[src/rtl/s3ga_pkg.sv]
// ---------------------------------------------------------------------------
// s3ga_pkg
// Shared types and defaults for the x64 cluster configuration sequencer.
//   state_t     : sequencer states (IDLE, RESET, LOAD, SETTLE, RUN, ERROR)
//   DEF_*       : default parameter values for the sequencer and its pieces
//   cnt_w()     : width of a counter that must hold 0..max_val inclusive
//   ctx_w()     : width of the context counter for M contexts (minimum 1)
// ---------------------------------------------------------------------------
package s3ga_pkg;

    typedef enum logic [2:0] {
        IDLE   = 3'd0,
        RESET  = 3'd1,
        LOAD   = 3'd2,
        SETTLE = 3'd3,
        RUN    = 3'd4,
        ERROR  = 3'd5
    } state_t;

    localparam int DEF_M          = 4;
    localparam int DEF_CFG_W      = 5;
    localparam int DEF_RST_CYCLES = 4;
    localparam int DEF_TIMEOUT    = 1024;
    localparam int DEF_MAX_WORDS  = 4096;

    function automatic int cnt_w(input int max_val);
        return (max_val < 1) ? 1 : $clog2(max_val + 1);
    endfunction

    function automatic int ctx_w(input int m);
        return (m > 1) ? $clog2(m) : 1;
    endfunction

endpackage

[src/rtl/s3ga_cfg_ctrl_if.sv]
// ---------------------------------------------------------------------------
// s3ga_cfg_ctrl_if
// Bitstream stream between the SoC-side loader and the configuration
// sequencer. A beat transfers on a clock edge where bs_valid & bs_ready.
//   bs_valid : loader has a beat on bs_data
//   bs_data  : CFG_W-bit configuration word
//   bs_last  : this beat is the final word of the bitstream
//   bs_ready : sequencer accepts a beat this cycle
// Modports: master = loader side, slave = sequencer side.
// ---------------------------------------------------------------------------
interface s3ga_cfg_ctrl_if
    import s3ga_pkg::*;
#(
    parameter int CFG_W = DEF_CFG_W
);

    logic             bs_valid;
    logic [CFG_W-1:0] bs_data;
    logic             bs_last;
    logic             bs_ready;

    modport master (
        output bs_valid,
        output bs_data,
        output bs_last,
        input  bs_ready
    );

    modport slave (
        input  bs_valid,
        input  bs_data,
        input  bs_last,
        output bs_ready
    );

endinterface

[src/rtl/s3ga_ctx_ctr.sv]
// ---------------------------------------------------------------------------
// s3ga_ctx_ctr
// Free-running modulo-M context counter with a synchronous align input.
// Reusable by the cluster-tree top to drive each cluster's m pins.
//   clk   : clock
//   rst_n : asynchronous active-low reset (m -> 0)
//   align : force m to 0 on the next edge
//   m     : current context, counts 0..M-1 and wraps; constant 0 when M=1
// ---------------------------------------------------------------------------
module s3ga_ctx_ctr
    import s3ga_pkg::*;
#(
    parameter int M   = DEF_M,
    parameter int M_W = ctx_w(M)
) (
    input  logic           clk,
    input  logic           rst_n,
    input  logic           align,
    output logic [M_W-1:0] m
);

    localparam logic [M_W-1:0] LAST = M_W'(M - 1);

    // NOTE: sequential state is written with non-blocking assignments so every
    // flop samples pre-edge values regardless of block evaluation order.
    always_ff @(posedge clk or negedge rst_n) begin
        if (!rst_n) begin
            m <= '0;
        end else if (align || m == LAST) begin
            m <= '0;
        end else begin
            m <= m + M_W'(1);
        end
    end

endmodule

[src/rtl/s3ga_cfg_ctrl.sv]
// ---------------------------------------------------------------------------
// s3ga_cfg_ctrl
// Configuration and context sequencer for one x64 cluster tree. Loads a
// CFG_W-wide bitstream into the root cluster, waits for the cluster to report
// cfgd, then releases grst and runs the M-context counter.
//   clk, rst_n : clock, asynchronous active-low reset
//   start      : pulse, begin (re)configuration; ignored while busy
//   bs         : bitstream stream (slave side)
//   busy       : in RESET, LOAD or SETTLE
//   done       : cluster configured and running
//   err        : sticky error, cleared when a new configuration starts
//   c_rst      : cluster synchronous reset
//   c_grst     : cluster "configuration in progress"
//   c_m        : context number, cycle % M
//   c_cfg      : cluster config enable, one cycle after each accepted beat
//   c_cfg_i    : cluster config data, holds between beats
//   c_cfgd     : cluster reports configured
// All outputs are registered: the next-cycle values are decoded from the
// next state so each output flop lines up with the state register.
// ---------------------------------------------------------------------------
module s3ga_cfg_ctrl
    import s3ga_pkg::*;
#(
    parameter int M          = DEF_M,
    parameter int CFG_W      = DEF_CFG_W,
    parameter int RST_CYCLES = DEF_RST_CYCLES,
    parameter int TIMEOUT    = DEF_TIMEOUT,
    parameter int MAX_WORDS  = DEF_MAX_WORDS,
    parameter int M_W        = ctx_w(M)
) (
    input  logic             clk,
    input  logic             rst_n,
    input  logic             start,
    s3ga_cfg_ctrl_if.slave   bs,
    output logic             busy,
    output logic             done,
    output logic             err,
    output logic             c_rst,
    output logic             c_grst,
    output logic [M_W-1:0]   c_m,
    output logic             c_cfg,
    output logic [CFG_W-1:0] c_cfg_i,
    input  logic             c_cfgd
);

    // One timer serves both the RESET hold and the SETTLE timeout; the two
    // never run at the same time.
    localparam int TMR_MAX = (RST_CYCLES > TIMEOUT) ? RST_CYCLES : TIMEOUT;
    localparam int TMR_W   = cnt_w(TMR_MAX);
    localparam int WC_W    = cnt_w(MAX_WORDS);

    localparam logic [TMR_W-1:0] RST_LAST  = TMR_W'(RST_CYCLES - 1);
    localparam logic [TMR_W-1:0] TMO_LAST  = TMR_W'(TIMEOUT - 1);
    localparam logic [WC_W-1:0]  WORD_LAST = WC_W'(MAX_WORDS - 1);

    state_t           state_q, state_d;
    logic [TMR_W-1:0] tmr_q, tmr_d;
    logic [WC_W-1:0]  wcnt_q, wcnt_d;
    logic             bs_ready_q;

    logic             ready_d, busy_d, done_d, err_d;
    logic             rst_d, grst_d, cfg_d;
    logic [CFG_W-1:0] cfg_i_d;

    logic             accept;
    logic             align;

    assign bs.bs_ready = bs_ready_q;

    // bs_ready_q is only ever high while in LOAD, so it alone qualifies a beat.
    assign accept = bs_ready_q && bs.bs_valid;

    // Context 0 coincides with the first LOAD cycle and the first RUN cycle.
    assign align = (state_d != state_q) && (state_d == LOAD || state_d == RUN);

    // -----------------------------------------------------------------------
    // Next-state and next-output decode
    // -----------------------------------------------------------------------
    always_comb begin
        // NOTE: every signal written here gets a default first, so no branch
        // of the case statements can leave one unassigned and infer a latch.
        state_d = state_q;
        tmr_d   = tmr_q;
        wcnt_d  = wcnt_q;
        cfg_d   = accept;
        cfg_i_d = accept ? bs.bs_data : c_cfg_i;

        case (state_q)
            IDLE: begin
                if (start) begin
                    state_d = RESET;
                    tmr_d   = '0;
                end
            end

            RESET: begin
                if (tmr_q == RST_LAST) begin
                    state_d = LOAD;
                    tmr_d   = '0;
                    wcnt_d  = '0;
                end else begin
                    tmr_d = tmr_q + TMR_W'(1);
                end
            end

            LOAD: begin
                if (accept) begin
                    wcnt_d = wcnt_q + WC_W'(1);
                end
                // A cluster claiming to be configured before the bitstream
                // has ended cannot be trusted.
                if (c_cfgd) begin
                    state_d = ERROR;
                end else if (accept && bs.bs_last) begin
                    state_d = SETTLE;
                    tmr_d   = '0;
                end else if (accept && wcnt_q == WORD_LAST) begin
                    state_d = ERROR;
                end
            end

            SETTLE: begin
                // cfgd is tested first so it wins over a timer expiring in
                // the same cycle.
                if (c_cfgd) begin
                    state_d = RUN;
                end else if (tmr_q == TMO_LAST) begin
                    state_d = ERROR;
                end else begin
                    tmr_d = tmr_q + TMR_W'(1);
                end
            end

            RUN: begin
                // A reconfiguration request takes priority over cfgd dropping.
                if (start) begin
                    state_d = RESET;
                    tmr_d   = '0;
                end else if (!c_cfgd) begin
                    state_d = ERROR;
                end
            end

            ERROR: begin
                if (start) begin
                    state_d = RESET;
                    tmr_d   = '0;
                end
            end

            default: begin
                state_d = IDLE;
            end
        endcase

        rst_d   = 1'b1;
        grst_d  = 1'b1;
        ready_d = 1'b0;
        busy_d  = 1'b0;
        done_d  = 1'b0;
        err_d   = err;

        case (state_d)
            RESET: begin
                busy_d = 1'b1;
                err_d  = 1'b0;
            end
            LOAD: begin
                rst_d   = 1'b0;
                ready_d = 1'b1;
                busy_d  = 1'b1;
            end
            SETTLE: begin
                rst_d  = 1'b0;
                busy_d = 1'b1;
            end
            RUN: begin
                rst_d  = 1'b0;
                grst_d = 1'b0;
                done_d = 1'b1;
            end
            ERROR: begin
                err_d = 1'b1;
            end
            default: begin
                // IDLE: cluster held in reset, err keeps its value.
            end
        endcase
    end

    // -----------------------------------------------------------------------
    // State and output registers
    // -----------------------------------------------------------------------
    always_ff @(posedge clk or negedge rst_n) begin
        if (!rst_n) begin
            state_q    <= IDLE;
            tmr_q      <= '0;
            wcnt_q     <= '0;
            bs_ready_q <= 1'b0;
            busy       <= 1'b0;
            done       <= 1'b0;
            err        <= 1'b0;
            c_rst      <= 1'b1;
            c_grst     <= 1'b1;
            c_cfg      <= 1'b0;
            c_cfg_i    <= '0;
        end else begin
            state_q    <= state_d;
            tmr_q      <= tmr_d;
            wcnt_q     <= wcnt_d;
            bs_ready_q <= ready_d;
            busy       <= busy_d;
            done       <= done_d;
            err        <= err_d;
            c_rst      <= rst_d;
            c_grst     <= grst_d;
            c_cfg      <= cfg_d;
            c_cfg_i    <= cfg_i_d;
        end
    end

    s3ga_ctx_ctr #(
        .M   (M),
        .M_W (M_W)
    ) u_ctx_ctr (
        .clk   (clk),
        .rst_n (rst_n),
        .align (align),
        .m     (c_m)
    );

endmodule
[src/flat_wrapper.sv]
// flat-port wrapper written by rule: the top's interface ports become plain ports
module s3ga_cfg_ctrl_flat import s3ga_pkg::*;
#(
    parameter int M          = DEF_M,
    parameter int CFG_W      = DEF_CFG_W,
    parameter int RST_CYCLES = DEF_RST_CYCLES,
    parameter int TIMEOUT    = DEF_TIMEOUT,
    parameter int MAX_WORDS  = DEF_MAX_WORDS,
    parameter int M_W        = ctx_w(M)
)
  (clk, rst_n, start, busy, done, err, c_rst, c_grst, c_m, c_cfg, c_cfg_i, c_cfgd, bs_bs_valid, bs_bs_data, bs_bs_last, bs_bs_ready);
  s3ga_cfg_ctrl_if #(.CFG_W(CFG_W)) bs_i ();
  input  logic clk;
  input  logic rst_n;
  input  logic start;
  output logic busy;
  output logic done;
  output logic err;
  output logic c_rst;
  output logic c_grst;
  output logic [M_W-1:0] c_m;
  output logic c_cfg;
  output logic [CFG_W-1:0] c_cfg_i;
  input  logic c_cfgd;
  input wire logic [$bits(bs_i.bs_valid)-1:0] bs_bs_valid;
  input wire logic [$bits(bs_i.bs_data)-1:0] bs_bs_data;
  input wire logic [$bits(bs_i.bs_last)-1:0] bs_bs_last;
  output wire logic [$bits(bs_i.bs_ready)-1:0] bs_bs_ready;
  assign bs_i.bs_valid = bs_bs_valid;
  assign bs_i.bs_data = bs_bs_data;
  assign bs_i.bs_last = bs_bs_last;
  assign bs_bs_ready = bs_i.bs_ready;
  s3ga_cfg_ctrl #(.M(M), .CFG_W(CFG_W), .RST_CYCLES(RST_CYCLES), .TIMEOUT(TIMEOUT), .MAX_WORDS(MAX_WORDS), .M_W(M_W)) u_core (.clk(clk), .rst_n(rst_n), .start(start), .bs(bs_i), .busy(busy), .done(done), .err(err), .c_rst(c_rst), .c_grst(c_grst), .c_m(c_m), .c_cfg(c_cfg), .c_cfg_i(c_cfg_i), .c_cfgd(c_cfgd));
endmodule
[config.mk]
export PLATFORM = sky130hd
export DESIGN_NAME = s3ga_cfg_ctrl_flat
export DESIGN_NICKNAME = d
export VERILOG_FILES = /design/src/rtl/s3ga_pkg.sv /design/src/rtl/s3ga_cfg_ctrl_if.sv /design/src/rtl/s3ga_ctx_ctr.sv /design/src/rtl/s3ga_cfg_ctrl.sv /design/src/flat_wrapper.sv
export SDC_FILE = /design/constraint.sdc
export NUM_CORES = 1
export LEC_CHECK = 0
export BUFFER_PORTS_ARGS = -buffer_cell sky130_fd_sc_hd__buf_2
export CAP_MARGIN = 20
export CORE_AREA = 3 3 63 65
export DETAILED_ROUTE_END_ITERATION = 8
export DIE_AREA = 0 0 66 68
export GPL_TIMING_DRIVEN = 0
export MAX_ROUTING_LAYER = met4
export PLACE_DENSITY = 0.77
export SLEW_MARGIN = 20
export SYNTH_ARGS = -nofsm -noshare
export SYNTH_HDL_FRONTEND = slang
export SYNTH_SLANG_ARGS = --single-unit
[constraint.sdc]
create_clock -name clk -period 5.2 [get_ports clk]
set_input_delay 0.52 -clock clk [delete_from_list [all_inputs] [get_ports clk]]
set_output_delay 0.52 -clock clk [all_outputs]
set_load 0.03 [all_outputs]
# Word-level counts from Yosys, hierarchy flattened
# Index checks and enable logic that the tools add are counted.
dict set report word_totals {
  reg_bits 41
  in_bits 11
  out_inout_bits 14
  word_cells 80
}
dict set report classes {
  n_addsub 3
  n_eq_ne 22
  mux 27
  reduce_logical 16
}
# cell count
set op_table {}
lappend op_table {{two-way mux 11 bit} 6}
lappend op_table {{one-hot mux 11 bit (4 select lines)} 1}
lappend op_table {{two-way mux 3 bit} 9}
lappend op_table {{two-way mux 13 bit} 2}
lappend op_table {{one-hot mux 13 bit (2 select lines)} 1}
lappend op_table {{one-hot mux 3 bit (5 select lines)} 1}
lappend op_table {{adder 13 x 1 -> 13 bit (second input constant)} 1}
lappend op_table {{equality test 13 x 12 -> 1 bit (second input constant)} 1}
lappend op_table {{equality test 3 x 2 -> 1 bit (second input constant)} 4}
lappend op_table {{equality test 3 bit (second input constant)} 4}
lappend op_table {{adder 11 x 1 -> 11 bit (second input constant)} 1}
lappend op_table {{equality test 11 x 10 -> 1 bit (second input constant)} 1}
lappend op_table {{equality test 11 x 2 -> 1 bit (second input constant)} 1}
lappend op_table {{OR reduction 3 bit} 3}
lappend op_table {{inequality test 2 x 1 -> 1 bit (second input constant)} 4}
lappend op_table {{equality test 3 x 1 -> 1 bit (second input constant)} 2}
lappend op_table {{inequality test 2 bit (second input constant)} 3}
lappend op_table {{AND reduction 6 bit} 1}
lappend op_table {{two-way mux 1 bit} 5}
lappend op_table {{logical AND 1 bit} 4}
lappend op_table {{nonzero test 2 bit} 2}
lappend op_table {{nonzero test 4 bit} 1}
lappend op_table {{logical NOT 3 bit} 1}
lappend op_table {{inequality test 3 bit} 1}
lappend op_table {{other kinds (7)} 8}

# Longest topological paths before layout
# Gate-level depths: netlist of run 1.
dict set report logic_depth {
  word_depth 11
  ltp_mapped 9
  depth_no_buf 8
}

# Cells and area by module
# A second synthesis of run 1 with hierarchy kept.
dict set report unflattened {
  cells_unflattened 208
  area_unflattened_um2 2109.5
}
# module n_inst cells_per_inst area_each_um2 seq_area_each_um2
set modules_own_cells {}
lappend modules_own_cells {s3ga_cfg_ctrl 1 203 2024.4 978.4}
lappend modules_own_cells {s3ga_ctx_ctr 1 5 85.1 50.0}

# Least setup slack after synthesis of run 1
# Ideal clock, no wire load.
dict set report synth_timing {
  path_kind {register to register}
  from {register u_core.tmr_q[9]}
  to {register u_core.wcnt_q[5]}
  setup_ns 0.078
  arrival_ns 2.025
  t_required_ns 5.122
  setup_slack_ns 3.097
  path_stages_with_launch 6
  n_path_buf 0
  period_less_slack_ns 2.103
  cell_sequence {dfrtp_1 -> or4_4 -> nor4_4 -> o2111ai_2 -> or3_1 -> a21oi_1}
}
dict set report synth_via {
  elab_chain_cells 3
}
# item line
set synth_lines {}
lappend synth_lines {{start, declared} s3ga_cfg_ctrl.sv:57} ;# logic [TMR_W-1:0] tmr_q, tmr_d;
lappend synth_lines {{start signal, assigned} s3ga_cfg_ctrl.sv:209} ;# tmr_q <= tmr_d;
lappend synth_lines {{equality test 11 x 2 -> 1 bit} s3ga_cfg_ctrl.sv:97} ;# if (tmr_q == RST_LAST) begin
lappend synth_lines {{inequality test 2 x 1 -> 1 bit (no source line)} --}
lappend synth_lines {{AND reduction 3 bit (no source line)} --}
lappend synth_lines {{end signal, assigned} s3ga_cfg_ctrl.sv:210} ;# wcnt_q <= wcnt_d;
lappend synth_lines {{end, declared} s3ga_cfg_ctrl.sv:58} ;# logic [WC_W-1:0] wcnt_q, wcnt_d;
# No other way between the ends.
# A chain may end at the register's enable or synchronous reset.

# Worst setup path in the final report of run 1
dict set report layout_timing {
  from {register u_core.tmr_q[3]}
  to {register u_core.wcnt_q[11]}
}
# Same word-level chain as after synthesis.

==> metrics.txt, run 1 <==
Post-synth ARST share=100%; post-DP HPWL=approximately 2900 um; number of setup violations in the final report=0; syn_area_per_cell=slightly above 9 sq um; core area=approximately 3400 sq um; EDFF count, synth=0; internal power=0.000668 W; largest area contributor in the netlist=dfrtp_1; min Tclk post-route=around 2.4 ns; Yosys Warn Count=0; Synth Cell Area=2090 sq um; RSZ-0062 raised after global routing=false; Cell Rows=21; CP endpoint kind=flip-flop; via/cell ratio=roughly 5.7; pre-CTS worst setup slack=2.88 ns; Arrival @ worst endpoint=2.59 ns; Cells after Synth=226; TritonCTS Buffers=5; Final Hold Vio Count=0; worst hold path type=in -> async; CTS tree=yes; Initial DRT Pass Iterations=4; IR drop worst, VDD=0.309 mV; reg2reg start=u_core.tmr_q[3]; Max Fclk=423 MHz; P&R area growth vs syn=12.6%; Crit Path Category=reg -> reg; clk buf depth=2; Clk Latency, worst-skew pair=0.34 ns; PortBufs=24; final clock skew=0.00792 ns; vias in the first global route=1,663; Pwr Density=479 nW/um^2; CTS Hold Buffers Added=0; Slew Viols, Final=0; flops & latches, synth=41; share of layout cells above drive strength 1=~18%; total track usage=22.0%; sequential element share of the synthesized area=49.3%; Routed WL=4140 um; status=completed; height of the die=68 um; Seq pwr share=37.2%; Post-Syn Nets=240; sw frac=just over 40%; DRC violations left=0; initial drt markers=92; first-pass GRT wire length=between 7000 and 8000 um; DR vias=1,731; Placer Congestion=0.802; sum of negative setup slack=0 ns; root buffer cell=clkbuf_4; most area-consuming cells after synthesis=dfrtp_1, nand2_1, o21ai_0, nor2_1, a21oi_1; nets@finish=roughly 270; post-route ant nets=0; Die X=66 um; post-layout util=69.4%; clock power share=19.1%; Clk pin slew, worst setup/hold paths=0.12 ns; # clock sinks=41; Leakage Power=between 1 and 1.5 nW; initial antenna violation count=0; Max-slew headroom=40.8%; Setup WS post-layout=2.84 ns; largest net degree at the start of global routing=42; Synth top area share=a little under half; CP Launch Point=u_core.tmr_q[3]; initial core utilization=61.6%; Top Ports=25; Max FO, Critical Path=7; H-tree depth=2; critical path required time=roughly 5.4 ns; Remaining Overflow, GRT=0; fin crit share=45.4%; Post-CTS Setup Inserts=0; Startpoint Class=flip-flop; number of diodes=0; synth unique cells=47; pin slew with the least headroom to its limit=0.887 ns; top_reg_cell synth=dfrtp_1; sw power=0.000458 W; DIE AREA=4490 sq um; # resized after CTS=0; wire length per cell=13.6 um; Combinational Power Share=43.7%; maxcap violations=0; hold slack=0.285 ns
[flip-flops by register name, summed over array words and instances (netlist names)]
signal / count
u_core.c_cfg_i: 5
u_core.tmr_q: 11
u_core.c_cfg: 1
u_core.state_q: 3
u_core.done: 1
u_core.wcnt_q: 13
u_core.err: 1
u_core.u_ctx_ctr.m: 2
u_core.busy: 1
u_core.bs.bs_ready: 1
u_core.c_grst: 1
u_core.c_rst: 1
[per-stage QoR]
step	cells	area, sq um	power, W
2_1_floorplan	226	2090	0.000794
3_3_place_gp	296	2270	0.000908
3_5_place_dp	296	2270	0.000917
4_1_cts	304	2350	0.00113
5_1_grt	304	2350	0.00122
6_report	304	2350	0.00113
[routing by layer]
| metal | global-route usage [%] | share of wire, % | routed length (um) | vias to the layer above |
|---|---|---|---|---|
| met1 | 27.9 | 48 | 1990 | 813 |
| met2 | 35.0 | 45 | 1880 | 46 |
| met4 | 8.63 | 1.4 | 58 | 0 |
| met3 | 4.60 | 5.3 | 219 | 6 |
| met5 | - | 0 | 0 | - |
| li1 | - | - | - | 866 |
[cells by family after synthesis]
kind of cell | share of synthesized area [%]
xor+xnor | 2.94
flops | 49.3
fa+ha+maj | 1.80
simple gates | 24.8
buf+inv | 3.53
compound gates | 17.2
mux | 0.479
[cell usage after synthesis (2+ instances only)]
library cell / count
and3_1: 2
a21oi_1: 11
or3_1: 5
inv_1: 9
xor2_1: 3
o31ai_1: 7
nor3_1: 7
dfstp_2: 2
xnor2_1: 4
nand4_1: 3
buf_2: 5
nor2b_1: 4
o41ai_1: 3
nand3_1: 10
o21ai_0: 18
o22ai_1: 2
nand2_1: 30
o31a_1: 2
dfrtp_1: 39
nand2b_1: 4
clkbuf_1: 4
or2_2: 2
nor2_1: 23
or4_4: 2
ha_1: 3
[cell type report]
type | count | area [sq um]
buffer | 9 | 40.0
clock buffer | 7 | 55.1
clock inverter | 1 | 30.0
fill | 270 | 1040
inverter | 9 | 33.8
multi-input combinational | 167 | 986
sequential | 41 | 1030
tap | 46 | 57.6
timing repair buffer | 24 | 120
[placed cells by master, fill, tap and decap left out, drive strengths merged, types with 2 or more instances in the layout]
cell type	netlist	routed
o31ai	7	7
inv	9	9
ha	3	3
xnor2	4	4
nor3	8	8
nand2	30	30
or4	2	2
or3	5	5
o21ai	18	18
buf	5	29
clkbuf	4	11
nor2b	4	4
dfrtp	39	39
nand4	3	3
nand3	10	10
a21oi	11	11
or2	3	3
dfstp	2	2
or3b	2	2
and3	2	2
nand2b	4	4
nor2	23	23
o31a	2	2
nor4	2	2
o22ai	2	2
o41ai	3	3
xor2	3	3
[worst paths after layout]
path	end	slack (ns)	cells past startpoint
worst max-delay path	u_core.wcnt_q[11]	2.84	6
worst min register to register	u_core.u_ctx_ctr.m[0]	0.47	1
max in group asynchronous	u_core.bs.bs_ready	4.36	1
min in group clk	u_core.c_cfg_i[1]	0.36	3
worst min-delay path	u_core.c_cfg_i[4]	0.28	1
worst max register to register	u_core.wcnt_q[11]	2.84	6
[critical path, cell delays in order (launching register included)]
cell and delay (ns):
dfrtp_1 0.46, or4_4 0.60, nor4_4 0.43, o2111ai_2 0.29
nor3_1 0.24, xnor2_1 0.16, nor2_1 0.06
[power groups by stage]
| stage | clock [W] | combinational (W) | sequential [W] |
|---|---|---|---|
| 6_report | 0.000215 | 0.000492 | 0.000419 |
| 5_1_grt | 0.000232 | 0.000560 | 0.000427 |
| 4_1_cts | 0.000220 | 0.000493 | 0.000419 |
| 3_5_place_dp | 0 | 0.000491 | 0.000426 |
| 3_3_place_gp | 0 | 0.000483 | 0.000425 |
| 2_1_floorplan | 0 | 0.000293 | 0.000501 |
No activity file was read; power rests on OpenSTA's default activity.
==> inputs of run 2 (changes only) <==
Settings changed: CORE_AREA 3 3 63 65 to 3 3 65 67, DIE_AREA 0 0 66 68 to 0 0 68 70, PLACE_DENSITY 0.77 to 0.72.
Clock period 5.2 ns to 2.2 ns, I/O delays scaled along.
==> run 2 against run 1 <==
  * Non-clock buffer count is 5 higher
  * Critical path depth did not move
  * Largest cell class is now multi-input gates
  * Total power rose to 2.6 times the previous value
==> metrics.txt, run 2 (synthesis results as in run 1) <==
Die X=68 um (+3.0%); Pwr Density=1140 nW/um^2 (+140%); worst setup path end=u_core.wcnt_q[5]; largest net degree at the start of global routing=42 (unchanged); vias in the first global route=1,707 (+2.6%); # clock sinks=41 (unchanged); via/cell ratio=5.68 (-0.33%); clock power share=20.5% (+1.4 points); IR drop worst, VDD=0.710 mV (+130%); most frequent cells in the layout=dfrtp_1, nand2_1, buf_2; hold slack=0.0428 ns (-0.242 ns); reg2reg start=u_core.tmr_q[9]; Seq pwr share=34.8% (-2.4 points); DR vias=1,765 (+2.0%); Arrival @ worst endpoint=2.42 ns (-0.17 ns); Placer Congestion=0.779 (-2.8%); final clock skew=0.00769 ns (-0.000230 ns); nets@finish=276 (+1.8%); sw frac=40.1% (-0.53 points); status=completed; number of diodes=0 (unchanged); clk buf depth=2 (unchanged); max reg flops=13 (unchanged); total track usage=21.5% (-0.52 points); DRC violations left=0 (unchanged); first-pass GRT wire length=7690 um (+4.7%); post-route ant nets=0 (unchanged); Max FO, Critical Path=7 (unchanged); H-tree depth=2 (unchanged); Top Ports=25 (unchanged); share of layout cells above drive strength 1=26.2% (+8.4 points); RSZ-0062 raised after global routing=true; Leakage Power=1.14 nW (+6.4%); Cell Rows=22 (+4.8%); internal power=0.00173 W (+160%); Routed WL=4480 um (+8.2%); initial antenna violation count=0 (unchanged); pin slew with the least headroom to its limit=0.897 ns (+0.00944 ns); CTS Hold Buffers Added=0 (unchanged); PortBufs=24 (unchanged); Remaining Overflow, GRT=0 (unchanged); number of setup violations in the final report=0 (unchanged); min Tclk post-route=2.19 ns (-0.168 ns); maxcap violations=0 (unchanged); sw power=0.00116 W (+150%); TritonCTS Buffers=5 (unchanged); Largest regs=u_core.wcnt_q (13), u_core.tmr_q (11), u_core.c_cfg_i (5); worst reg2reg endpoint=u_core.wcnt_q[5]; FF-to-FF setup slack=0.006 ns (-2.83 ns); post-DP HPWL=3020 um (+2.5%); Combinational Power Share=44.7% (+1.0 points); Pwr Total=0.00289 W (+160%); Max Fclk=456 MHz (+7.7%); commonest non-fill, non-tap cell in the layout=dfrtp_1; CTS tree=yes; critical path required time=2.43 ns (-3.00 ns); root buffer cell=clkbuf_8; wire length per cell=14.4 um (+5.8%); DIE AREA=4760 sq um (+6.1%); Crit Path Category=reg -> reg; FF-to-FF path depth=6 (unchanged); Clk pin slew, worst setup/hold paths=0.08 ns (-0.04 ns); Startpoint Class=flip-flop; core area=3690 sq um (+8.8%); P&R area growth vs syn=21.1%; Top reg by flops=u_core.wcnt_q; Max-slew headroom=40.2% (-0.63 points); sum of negative setup slack=0 ns (unchanged); initial drt markers=89 (-3.3%); height of the die=70 um (+2.9%); Slew Viols, Final=0 (unchanged); worst hold path type=in -> async; Clk Latency, worst-skew pair=0.30 ns (-0.04 ns); initial core utilization=56.6% (-5.0 points); Final Hold Vio Count=0 (unchanged); CP endpoint kind=flip-flop; fin crit share=99.7% (+54 points); Initial DRT Pass Iterations=4 (unchanged); CP Launch Point=u_core.tmr_q[9]
==> run 2: metrics by stage <==
step	setup slack [ns]	utilization, %	std cells	cell area, sq um
final	0.00576	68.6	311	2530
after global routing	-0.0879	68.6	311	2530
after CTS	0.000262	65.5	306	2410
after detailed placement	-0.129	61.5	298	2270
after global placement	-0.113	61.5	298	2270
after floorplan	0.0972	-	226	2090
==> run 2: worst min-delay path by stage <==
stage / endpoint / depth (start not counted) / from / slack [ns]
floorplan: u_core.bs.bs_ready / 0 / rst_n / -0.08
global placement: u_core.c_cfg / 1 / rst_n / 0.39
detailed placement: u_core.wcnt_q[4] / 1 / rst_n / 0.40
CTS: u_core.wcnt_q[4] / 1 / rst_n / 0.07
global route: u_core.c_cfg_i[1] / 1 / rst_n / 0.09
finish: u_core.c_cfg / 1 / rst_n / 0.04
==> run 2: critical path: stages (launching register included) <==
cell and delay [ns]:
dfrtp_1 0.41, or4_4 0.60, nor4_4 0.29, buf_4 0.17, o2111ai_4 0.16, or3_1 0.35, a21oi_1 0.15
==> run 2: power groups by stage <==
| stage | Clock, W | Sequential (W) | Combinational, W |
|---|---|---|---|
| floorplan | 0 | 0.00118 | 0.000691 |
| finish | 0.000592 | 0.00101 | 0.00129 |
| global route | 0.000637 | 0.00103 | 0.00144 |
| detailed placement | 0 | 0.00101 | 0.00117 |
| global placement | 0 | 0.00101 | 0.00115 |
| CTS | 0.000602 | 0.00100 | 0.00121 |
==> run 2: per-layer routing <==
layer  global-route usage, %  vias up  share of wire, %
li1                        -      877                 -
met1                    28.0      855                45
met2                    31.9       25                50
met3                    4.82        8               2.6
met4                    9.05        0               2.1
met5                       -        -                 0
==> run 2: layout make-up <==
| cell class | instances | area [sq um] |
|---|---|---|
| Buffer | 8 | 46.3 |
| Clock buffer | 6 | 72.6 |
| Clock inverter | 2 | 35.0 |
| Fill cell | 290 | 1160 |
| Inverter | 9 | 33.8 |
| Multi-Input combinational cell | 167 | 1090 |
| Sequential cell | 41 | 1030 |
| Tap cell | 48 | 60.1 |
| Timing Repair Buffer | 30 | 165 |
==> run 2: timing repair <==
action                                  4_1_cts  5_1_grt
setup buffers                                 1        5
gates resized for setup                       9       16
pin swaps                                     2        5
endpoints found under the setup margin       19       21
